[config.mk]
export PLATFORM = sky130hd
export DESIGN_NAME = pdu_uart_rx
export DESIGN_NICKNAME = d
export VERILOG_FILES = /design/src/rtl/pdu_uart_rx_pkg.sv /design/src/rtl/pdu_sync_fifo.sv /design/src/rtl/pdu_uart_rx.sv
export SDC_FILE = /design/constraint.sdc
export NUM_CORES = 1
export LEC_CHECK = 0
export BUFFER_PORTS_ARGS = -buffer_cell sky130_fd_sc_hd__buf_4
export CAP_MARGIN = 20
export CORE_ASPECT_RATIO = 0.75
export CORE_UTILIZATION = 35
export DETAILED_ROUTE_END_ITERATION = 7
export GPL_ROUTABILITY_DRIVEN = 0
export PLACE_DENSITY_LB_ADDON = 0.08
export SLEW_MARGIN = 10
export SYNTH_ARGS = -nofsm -noshare
export SYNTH_HDL_FRONTEND = slang
export SYNTH_HIERARCHICAL = 1
export SYNTH_SLANG_ARGS = --single-unit
[constraint.sdc]
create_clock -name sys_clk -period 3.6 [get_ports sys_clk]
set_input_delay 0.72 -clock sys_clk [delete_from_list [all_inputs] [get_ports sys_clk]]
set_output_delay 0.72 -clock sys_clk [all_outputs]
set_load 0.01 [all_outputs]
[src/rtl/pdu_uart_rx_pkg.sv]
// Shared definitions for the PDU host-link receiver: register map,
// STATUS/CTRL bit positions, receive FSM states and the sample vote.
package pdu_uart_rx_pkg;

  // Register offsets, decoded from interface_addr[3:2]
  localparam logic [1:0] REG_RX_DATA = 2'd0;
  localparam logic [1:0] REG_STATUS  = 2'd1;
  localparam logic [1:0] REG_CTRL    = 2'd2;

  // STATUS bit positions
  localparam int STAT_NOT_EMPTY = 0;
  localparam int STAT_FULL      = 1;
  localparam int STAT_OVERRUN   = 2;
  localparam int STAT_FRAME_ERR = 3;
  localparam int STAT_COUNT_LSB = 8;

  // CTRL bit positions
  localparam int CTRL_ENABLE = 0;
  localparam int CTRL_FLUSH  = 1;

  // 16x oversampling: samples 7..9 straddle mid-bit, 15 closes the bit
  localparam logic [3:0] SAMPLE_VOTE_FIRST = 4'd7;
  localparam logic [3:0] SAMPLE_VOTE_LAST  = 4'd9;
  localparam logic [3:0] SAMPLE_LAST       = 4'd15;
  localparam logic [2:0] BIT_LAST          = 3'd7;

  typedef enum logic [2:0] {
    RX_IDLE  = 3'd0,
    RX_START = 3'd1,
    RX_DATA  = 3'd2,
    RX_STOP  = 3'd3,
    RX_BREAK = 3'd4
  } rx_state_t;

  // 2-of-3 majority of the mid-bit samples
  function automatic logic vote3(input logic [2:0] s);
    return (s[0] & s[1]) | (s[0] & s[2]) | (s[1] & s[2]);
  endfunction

endpackage

[src/rtl/pdu_sync_fifo.sv]
// Show-ahead synchronous FIFO with occupancy count and a synchronous flush.
// A push into a full FIFO is accepted only when a pop retires the head on
// the same edge; otherwise it is dropped and the caller flags the overrun.
module pdu_sync_fifo #(
  parameter int WIDTH = 8,
  parameter int AW    = 4
) (
  input  logic             clk,
  input  logic             rst_n,
  input  logic             push,
  input  logic             pop,
  input  logic             flush,
  input  logic [WIDTH-1:0] wdata,
  output logic [WIDTH-1:0] rdata,
  output logic [AW:0]      count,
  output logic             full,
  output logic             empty
);

  localparam int DEPTH = 1 << AW;
  localparam logic [AW:0]   CNT_FULL = (AW+1)'(DEPTH);
  localparam logic [AW:0]   CNT_ONE  = (AW+1)'(1);
  localparam logic [AW-1:0] PTR_ONE  = AW'(1);

  logic [WIDTH-1:0] mem [DEPTH];
  logic [AW-1:0]    wr_ptr;
  logic [AW-1:0]    rd_ptr;
  logic             do_push;
  logic             do_pop;

  assign empty   = (count == '0);
  assign full    = (count == CNT_FULL);
  assign do_pop  = pop && !empty;
  assign do_push = push && (!full || do_pop);
  assign rdata   = mem[rd_ptr];

  // Pointer and occupancy bookkeeping; flush overrides any push/pop
  always_ff @(posedge clk or negedge rst_n) begin
    if (!rst_n) begin
      wr_ptr <= '0;
      rd_ptr <= '0;
      count  <= '0;
    end else if (flush) begin
      wr_ptr <= '0;
      rd_ptr <= '0;
      count  <= '0;
    end else begin
      if (do_push) wr_ptr <= wr_ptr + PTR_ONE;
      if (do_pop)  rd_ptr <= rd_ptr + PTR_ONE;
      case ({do_push, do_pop})
        2'b10:   count <= count + CNT_ONE;
        2'b01:   count <= count - CNT_ONE;
        default: count <= count;
      endcase
    end
  end

  // Storage array, written only for accepted pushes
  always_ff @(posedge clk) begin
    if (do_push && !flush) mem[wr_ptr] <= wdata;
  end

endmodule

[src/rtl/pdu_uart_rx.sv]
// Receive half of the PDU host link: 8N1 deserialiser with 16x oversampling
// and 2-of-3 mid-bit vote, RX FIFO, and the interface_* register port.
module pdu_uart_rx
  import pdu_uart_rx_pkg::*;
#(
  parameter int CLK_FREQ  = 100_000_000,
  parameter int BAUD_RATE = 115200,
  parameter int FIFO_AW   = 4
) (
  input  logic        sys_clk,
  input  logic        sys_rst_n,
  input  logic        uart_rxd,
  input  logic [31:0] interface_addr,
  output logic [31:0] interface_rdata,
  input  logic [31:0] interface_wdata,
  input  logic        interface_we,
  input  logic        interface_re
);

  localparam int DIV_RAW = CLK_FREQ / (BAUD_RATE * 16);
  localparam int DIV     = (DIV_RAW < 1) ? 1 : DIV_RAW;
  localparam int TW      = (DIV > 1) ? $clog2(DIV) : 1;
  localparam logic [TW-1:0] TICK_RELOAD = TW'(DIV - 1);
  localparam logic [TW-1:0] TICK_ONE    = TW'(1);

  logic              sync_p0;
  logic              sync_p1;
  logic [TW-1:0]     tick_cnt;
  logic              os_tick;
  rx_state_t         state;
  rx_state_t         state_nxt;
  logic [3:0]        samp_cnt;
  logic [2:0]        samp_v;
  logic [2:0]        bit_cnt;
  logic [7:0]        shreg;
  logic              at_last;
  logic              vote;
  logic              push_req;
  logic              frame_evt;
  logic              enable_q;
  logic              overrun_q;
  logic              frame_err_q;
  logic [1:0]        reg_sel;
  logic              wr_status;
  logic              wr_ctrl;
  logic              flush;
  logic              pop_req;
  logic              overrun_set;
  logic [7:0]        fifo_rdata;
  logic [FIFO_AW:0]  fifo_count;
  logic              fifo_full;
  logic              fifo_empty;
  logic [31:0]       status_word;
  logic              unused_bits;

  assign reg_sel     = interface_addr[3:2];
  assign wr_status   = interface_we && (reg_sel == REG_STATUS);
  assign wr_ctrl     = interface_we && (reg_sel == REG_CTRL);
  assign flush       = wr_ctrl && interface_wdata[CTRL_FLUSH];
  assign pop_req     = interface_re && (reg_sel == REG_RX_DATA);
  assign os_tick     = (tick_cnt == '0);
  assign at_last     = os_tick && (samp_cnt == SAMPLE_LAST);
  assign vote        = vote3(samp_v);
  // A full FIFO always holds a head byte, so a pop request frees a slot
  assign overrun_set = push_req && fifo_full && !pop_req && !flush;
  assign unused_bits = ^{interface_addr[31:4], interface_addr[1:0], interface_wdata[31:4]};

  // Two-flop synchroniser on the asynchronous line, idle-high reset
  always_ff @(posedge sys_clk or negedge sys_rst_n) begin
    if (!sys_rst_n) begin
      sync_p0 <= 1'b1;
      sync_p1 <= 1'b1;
    end else begin
      sync_p0 <= uart_rxd;
      sync_p1 <= sync_p0;
    end
  end

  // Oversample tick divider, held at reload while idle so a frame's
  // first tick lands DIV cycles after the start edge is seen
  always_ff @(posedge sys_clk or negedge sys_rst_n) begin
    if (!sys_rst_n)                     tick_cnt <= TICK_RELOAD;
    else if (state == RX_IDLE || os_tick) tick_cnt <= TICK_RELOAD;
    else                                tick_cnt <= tick_cnt - TICK_ONE;
  end

  // Receive FSM next state and per-frame push / framing-error events
  always_comb begin
    state_nxt = state;
    push_req  = 1'b0;
    frame_evt = 1'b0;
    if (!enable_q) begin
      state_nxt = RX_IDLE;
    end else begin
      case (state)
        RX_IDLE:  if (!sync_p1) state_nxt = RX_START;
        RX_START: if (at_last) state_nxt = vote ? RX_IDLE : RX_DATA;
        RX_DATA:  if (at_last && bit_cnt == BIT_LAST) state_nxt = RX_STOP;
        RX_STOP: begin
          if (at_last) begin
            if (vote) begin
              push_req  = 1'b1;
              state_nxt = RX_IDLE;
            end else begin
              frame_evt = 1'b1;
              state_nxt = RX_BREAK;
            end
          end
        end
        RX_BREAK: if (sync_p1) state_nxt = RX_IDLE;
        default:  state_nxt = RX_IDLE;
      endcase
    end
  end

  // FSM state, sample/bit counters, vote samples and LSB-first shifter
  always_ff @(posedge sys_clk or negedge sys_rst_n) begin
    if (!sys_rst_n) begin
      state    <= RX_IDLE;
      samp_cnt <= '0;
      samp_v   <= '0;
      bit_cnt  <= '0;
      shreg    <= '0;
    end else begin
      state <= state_nxt;
      if (state == RX_IDLE) begin
        samp_cnt <= '0;
        bit_cnt  <= '0;
      end else if (os_tick) begin
        samp_cnt <= samp_cnt + 4'd1;
        if (samp_cnt >= SAMPLE_VOTE_FIRST && samp_cnt <= SAMPLE_VOTE_LAST)
          samp_v <= {sync_p1, samp_v[2:1]};
        if (samp_cnt == SAMPLE_LAST && state == RX_DATA) begin
          shreg   <= {vote, shreg[7:1]};
          bit_cnt <= bit_cnt + 3'd1;
        end
      end
    end
  end

  // CTRL enable and sticky error flags; a new event beats a W1C clear
  always_ff @(posedge sys_clk or negedge sys_rst_n) begin
    if (!sys_rst_n) begin
      enable_q    <= 1'b1;
      overrun_q   <= 1'b0;
      frame_err_q <= 1'b0;
    end else begin
      if (wr_ctrl) enable_q <= interface_wdata[CTRL_ENABLE];
      overrun_q   <= overrun_set |
                     (overrun_q & ~(wr_status & interface_wdata[STAT_OVERRUN]));
      frame_err_q <= frame_evt |
                     (frame_err_q & ~(wr_status & interface_wdata[STAT_FRAME_ERR]));
    end
  end

  pdu_sync_fifo #(
    .WIDTH (8),
    .AW    (FIFO_AW)
  ) u_fifo (
    .clk   (sys_clk),
    .rst_n (sys_rst_n),
    .push  (push_req),
    .pop   (pop_req),
    .flush (flush),
    .wdata (shreg),
    .rdata (fifo_rdata),
    .count (fifo_count),
    .full  (fifo_full),
    .empty (fifo_empty)
  );

  // Combinational register read mux
  always_comb begin
    status_word                                 = '0;
    status_word[STAT_NOT_EMPTY]                 = !fifo_empty;
    status_word[STAT_FULL]                      = fifo_full;
    status_word[STAT_OVERRUN]                   = overrun_q;
    status_word[STAT_FRAME_ERR]                 = frame_err_q;
    status_word[STAT_COUNT_LSB +: FIFO_AW + 1]  = fifo_count;
    interface_rdata = '0;
    case (reg_sel)
      REG_RX_DATA: interface_rdata[7:0] = fifo_empty ? 8'h00 : fifo_rdata;
      REG_STATUS:  interface_rdata      = status_word;
      REG_CTRL:    interface_rdata[CTRL_ENABLE] = enable_q;
      default:     interface_rdata      = '0;
    endcase
  end

endmodule

## After elaboration in Yosys (flattened, before gate mapping)

Memory sizes are Yosys's and may differ from the RTL's.
Cells that the tools add are included.

| operators by class | value |
|---|---|
| muxes and demuxes | 35 |
| add/subtract/negate cells | 7 |
| order comparisons | 2 |
| bitwise operators | 14 |
| eq/ne operators | 16 |
| reduce and logical (&&, ||, !) cells | 33 |

Operators by type and width:

| cell | count |
|---|---|
| $mux 3 | 10 |
| $mux 4 | 6 |
| $ne 3x3->1 const B | 5 |
| $pmux 3 s5 | 1 |
| $logic_and 1x1->1 | 14 |
| $pmux 7 s2 | 1 |
| $add 4x1->4 const B | 3 |
| $mux 1 | 10 |
| $mux 5 | 2 |
| $pmux 5 s2 | 1 |
| $mux 8 | 1 |
| $reduce_bool 2->1 | 4 |
| $and 1x1->1 | 7 |
| $eq 3x2->1 const B | 2 |
| $eq 3x3->1 const B | 2 |
| $logic_not 6->1 | 1 |
| $mux 6 | 1 |
| $reduce_and 3->1 | 2 |
| $sub 6x1->6 const B | 1 |
| $add 5x1->5 const B | 1 |
| $eq 5x5->1 const B | 1 |
| $logic_not 5->1 | 1 |
| $reduce_and 5->1 | 1 |
| $sub 5x1->5 const B | 1 |
| 17 further kinds | 28 |

| storage, ports and cells | value |
|---|---|
| register bits after elaboration | 45 |
| logic and storage cells | 122 |
| memories kept | 1 |
| bits of input ports | 69 |
| bits in writable memories | 128 |
| output and inout port bits | 32 |

Memory list:

| memory | depth | width | rd ports | clocked after Yosys merged registers in | write ports | RTL line | RTL |
|---|---|---|---|---|---|---|---|
| u_fifo.mem | 16 | 8 | 1 | 0 | 1 | pdu_sync_fifo.sv:25 | `logic [WIDTH-1:0] mem [DEPTH];` |

## Logic depth before layout (Yosys ltp)

| logic depth | value |
|---|---|
| word-level depth | 11 |
| mapped depth | 15 |
| mapped depth without buffers | 15 |

## Cells and area by module

The synthesis kept the hierarchy.

By module, submodules not included:

| module | area each (um^2) | sequential area each (um^2) | cells each | instances |
|---|---|---|---|---|
| pdu_sync_fifo | 5791.8 | 4169.0 | 291 | 1 |
| pdu_uart_rx | 1823.0 | 809.5 | 177 | 1 |

## Least setup slack after synthesis

Ideal clock, no wire load.

| timing | value |
|---|---|
| kind | reg-to-reg |
| from | reg tick_cnt[0] |
| to | reg u_fifo.count[4] |
| data arrival time | 3057 ps |
| cell stages (with the launch flop) | 16 |
| setup slack | 412 ps |
| path buffers | 0 |
| data required time | 3470 ps |
| setup time | 130 ps |
| period minus slack after synthesis | 3188 ps |
| cell sequence | dfstp_2 inv_1 ha_1 nor4b_4 and2_1 nand3_1 inv_1 nand2b_1 a21oi_1 inv_1 fa_1 nand2b_1 a21oi_1 mux2_2 a32oi_1 a21oi_1 |

| between the ends | value |
|---|---|
| word-level cells in the longest chain between the ends | 9 |
| elaborated cells on any way between the ends | 11 |
| those cells by class | eq/ne: 2; mux: 5; reduce/logical: 4 |

Ends and longest elaborated chain:

| element | RTL line | RTL |
|---|---|---|
| start, declared | pdu_uart_rx.sv:28 | `logic [TW-1:0] tick_cnt;` |
| start signal, assigned | pdu_uart_rx.sv:84 | `else tick_cnt <= tick_cnt - TICK_ONE;` |
| $logic_not 6->1 (*) | pdu_uart_rx.sv:61 | `assign os_tick = (tick_cnt == '0);` |
| $logic_and 1x1->1 (*) | pdu_uart_rx.sv:62 | `assign at_last = os_tick && (samp_cnt == SAMPLE_LAST);` |
| $mux 1 (*) | pdu_uart_rx.sv:100 | `if (at_last) begin` |
| $mux 1 (*) | pdu_uart_rx.sv:95 | `case (state)` |
| $mux 1 (*) | pdu_uart_rx.sv:92 | `if (!enable_q) begin` |
| net push_req | pdu_uart_rx.sv:38 | `logic push_req;` |
| $logic_and 1x1->1 (*) | pdu_sync_fifo.sv:34 | `assign do_push = push && (!full \|\| do_pop);` |
| $eq 2x1->1 / $eq 2x2->1 (equally long branches) | pdu_sync_fifo.sv:50 | `case ({do_push, do_pop})` |
| $pmux 5 s2 | pdu_sync_fifo.sv:50 |  |
| $mux 5 | pdu_sync_fifo.sv:43 | `end else if (flush) begin` |
| end signal, assigned | pdu_sync_fifo.sv:51 | `2'b10: count <= count + CNT_ONE;` |
| end signal, assigned | pdu_sync_fifo.sv:52 | `2'b01: count <= count - CNT_ONE;` |
| end signal, assigned | pdu_sync_fifo.sv:53 | `default: count <= count;` |
| end, declared | pdu_sync_fifo.sv:15 | `output logic [AW:0] count,` |

The timed path passes the listed nets; every way through them passes the cells marked *.
A chain may end at the register's enable or synchronous reset.

## Worst setup path in the final report

Same ends and word-level chain as after synthesis.

==> flow_metrics.env <==
export IMPL_post_route_util_pct=41.4
export IMPL_synth_common_cells="edfxtp_1, nor2_1, dfrtp_1, mux4_2"
export IMPL_async_flop_share_pct=26.0
export IMPL_grt_util_met1_pct=22.1
export IMPL_synth_edf_count=128
export IMPL_max_freq_ghz=0.295
export IMPL_die_area_sq_um=22400
export IMPL_grtUsageTotal_pct=14.9
export IMPL_drive_gt1_share_pct=26.0
export IMPL_p_leak_uw=0.00363
export IMPL_maxSlewViolCount=0
export IMPL_wl_per_cell_microns=18.7
export IMPL_hold_viol=0
export IMPL_synth_cell_area_sq_um=7610
export IMPL_skew_ns=0.0146
export IMPL_max_cap_violations=0
export IMPL_ys_seq_elements=173
export IMPL_dp_hpwl_mm=10.0
export IMPL_cts_tree="yes"
export IMPL_ys_seq_area_share_pct=65.4
export IMPL_finalSetupViolCount=0
export IMPL_hold_class="in2async"
export IMPL_path_buf_inv=3
export IMPL_antenna_found_initial=0
export IMPL_clkLatencyLatePin_ns=0.43
export IMPL_crit_chain="inv_1, ha_1, nor4b_4, and2_1, nand3_1, inv_1, nand2b_1, a21oi_1, inv_1, fa_1, nand2b_1, a21oi_2, mux2_2, a32oi_1, a21oi_1"
export IMPL_crit_path_end_kind="flop"
export IMPL_tightest_slew_ns=0.930
export IMPL_clock_sinks=173
export IMPL_yosysUniqueCellTypes=52
export IMPL_fin_nets=598
export IMPL_ctsHtreeMaxLevel=4
export IMPL_synthFlopType="edfxtp_1"
export IMPL_start_util_pct=35.9
export IMPL_path_clk_slew_ns=0.07
export IMPL_grt_pass1_vias=3711
export IMPL_die_h_microns=130
export IMPL_die_x_microns=172
export IMPL_cp_data_required_time_ns=3.87
export IMPL_period_minus_slack_ns=3.39
export IMPL_cts_buffer_depth=2
export IMPL_grt_overflow_total=0
export IMPL_n_fill_cell=1930
export IMPL_crit_arrival_ns=3.67
export IMPL_coreArea_sq_um=21200
export IMPL_grt_use_met2_pct=21.3
export IMPL_drtIter0Drc=177
export IMPL_boundaryPins=101
export IMPL_via_per_inst=4.79
export IMPL_max_stage_delay_ns=0.54
export IMPL_busiest_layer="met1"
export IMPL_relSlewSlack_pct=37.5
export IMPL_reg2reg_to="u_fifo/count[4]"
export IMPL_cp_common_cell="inv_1"
export IMPL_critPathSlowestCell="dfstp_2"
export IMPL_yosysTopAreaCell="edfxtp_1"
export IMPL_total_power_uw=4850
export IMPL_rsz0062_at_grt="false"
export IMPL_rows=46
export IMPL_vias=3906
export IMPL_critical_path_class="reg2reg"
export IMPL_synth_most_common_cell="edfxtp_1"
export IMPL_worstRegToRegCells=15
export IMPL_cts_root_buf="clkbuf_16"
export IMPL_detail_route_antenna_nets=0
export IMPL_antenna_cells=0
export IMPL_tns_ns=0
export IMPL_syn_inst=468
export IMPL_critPathLaunchType="flop"
export IMPL_syn_avg_cell_area_sq_um=16.3
export IMPL_regToRegSetupSlack_ns=0.21
export IMPL_ctsHoldBuffers=0
export IMPL_critPathMaxFanout=5
export IMPL_fin_crit_sh_pct=94.3
export IMPL_status="finished clean"
export IMPL_cts_made_buffers=17
export IMPL_groute_layer_met3_usage_pct=3.91
export IMPL_ys_warn_count=6
export IMPL_synth_top_cell_area_share_pct=50.5
export IMPL_r2r_start="tick_cnt[0]"
export IMPL_irDropWorstVdd_mv=0.314
export IMPL_grt_pass1_wl_mm=23.3
export IMPL_grt_max_degree=46
export IMPL_dr_pass1_iters=4
export IMPL_synth_area_top_cells="edfxtp_1, dfrtp_1, mux4_2, mux4_1, dfstp_2"
export IMPL_placement_io_buffers=23
export IMPL_synthToLayoutAreaGrowth_pct=15.4
export IMPL_cp_top_family="simple AND/OR/NAND/NOR gates"
export IMPL_drc_errors=0
export IMPL_finalWirelength_mm=15.3
export IMPL_p_per_area_nw_per_um2=552
[cells in the final DEF, fill, tap and decap left out, types with 5 or more instances in the layout]
| cell type | n |
|---|---|
| edfxtp_1 | 128 |
| buf_4 | 44 |
| nor2_1 | 43 |
| dfrtp_1 | 37 |
| mux4_2 | 30 |
| clkbuf_16 | 20 |
| nand2_1 | 19 |
| conb_1 | 19 |
| inv_1 | 17 |
| ha_1 | 14 |
| nand3_1 | 13 |
| o21ai_0 | 12 |
| and2_1 | 10 |
| mux2_2 | 10 |
| mux4_1 | 10 |
| xnor2_1 | 9 |
| a21oi_1 | 7 |
| dfstp_2 | 7 |
| or3_1 | 6 |
| nor3_1 | 6 |
| nand2b_1 | 5 |
| xor2_1 | 5 |
[what timing repair did]
action	4_1_cts	5_1_grt
resized for setup	0	1
setup buffers	0	1
setup endpoints to repair	0	2
[cell type report]
cell class | count | area [sq um] | share of cell area, %
inverters | 17 | 63.8 | 0.726
repair buffers | 46 | 370 | 4.21
well taps | 288 | 360 | 4.10
clock inverters | 9 | 93.8 | 1.07
clock buffers | 23 | 526 | 5.98
flip-flops and latches | 173 | 4980 | 56.7
multi-input cells | 259 | 2390 | 27.2
[sequential cells by signal, indices dropped and copies added (netlist names)]
signal	flops
u_fifo/count	5
shreg	8
sync_p1	1
bit_cnt	3
samp_v	3
u_fifo/mem	128
samp_cnt	4
frame_err_q	1
tick_cnt	6
u_fifo/wr_ptr	4
overrun_q	1
u_fifo/rd_ptr	4
sync_p0	1
enable_q	1
state	3
[worst max path at each step]
stage                         endpoint             start  slack (ns)  cells after the start
floorplan              u_fifo/count[4]       tick_cnt[0]        0.41                     15
global placement       u_fifo/count[4]       tick_cnt[0]        0.19                     15
detailed placement     u_fifo/count[4]       tick_cnt[0]        0.15                     15
CTS                 interface_rdata[0]  u_fifo/rd_ptr[0]        0.04                      6
global route           u_fifo/count[4]       tick_cnt[0]       0.001                     15
finish                 u_fifo/count[4]       tick_cnt[0]        0.21                     15
[metrics by stage]
stage,instances,hold slack (ns),worst slack [ns],instance area [sq um]
2_1_floorplan,486,0.345,0.412,7680
3_3_place_gp,782,0.347,0.189,8160
3_5_place_dp,782,0.348,0.153,8160
4_1_cts,814,0.314,0.0377,8780
5_1_grt,815,0.330,0.00143,8790
6_report,815,0.306,0.207,8790
[layer usage]
layer	wire [microns]	vias to the layer above
li1	-	1825
met1	7840	2024
met2	6910	48
met3	402	9
met4	127	0
met5	0	-
[cells by family after synthesis]
logic type      synth area share, %
xor+xnor                       1.61
other cells                  0.0492
mux                            14.8
buf+inv                        4.12
fa+ha+maj                      2.69
compound gates                 2.92
simple gates                   8.43
flops                          65.4
[power breakdown]
group,internal (uW),switching (uW)
Clock,1120,774
Sequential,2180,93.5
Combinational,328,362
Total,3620,1230
Power figures use the tool's default switching activity.
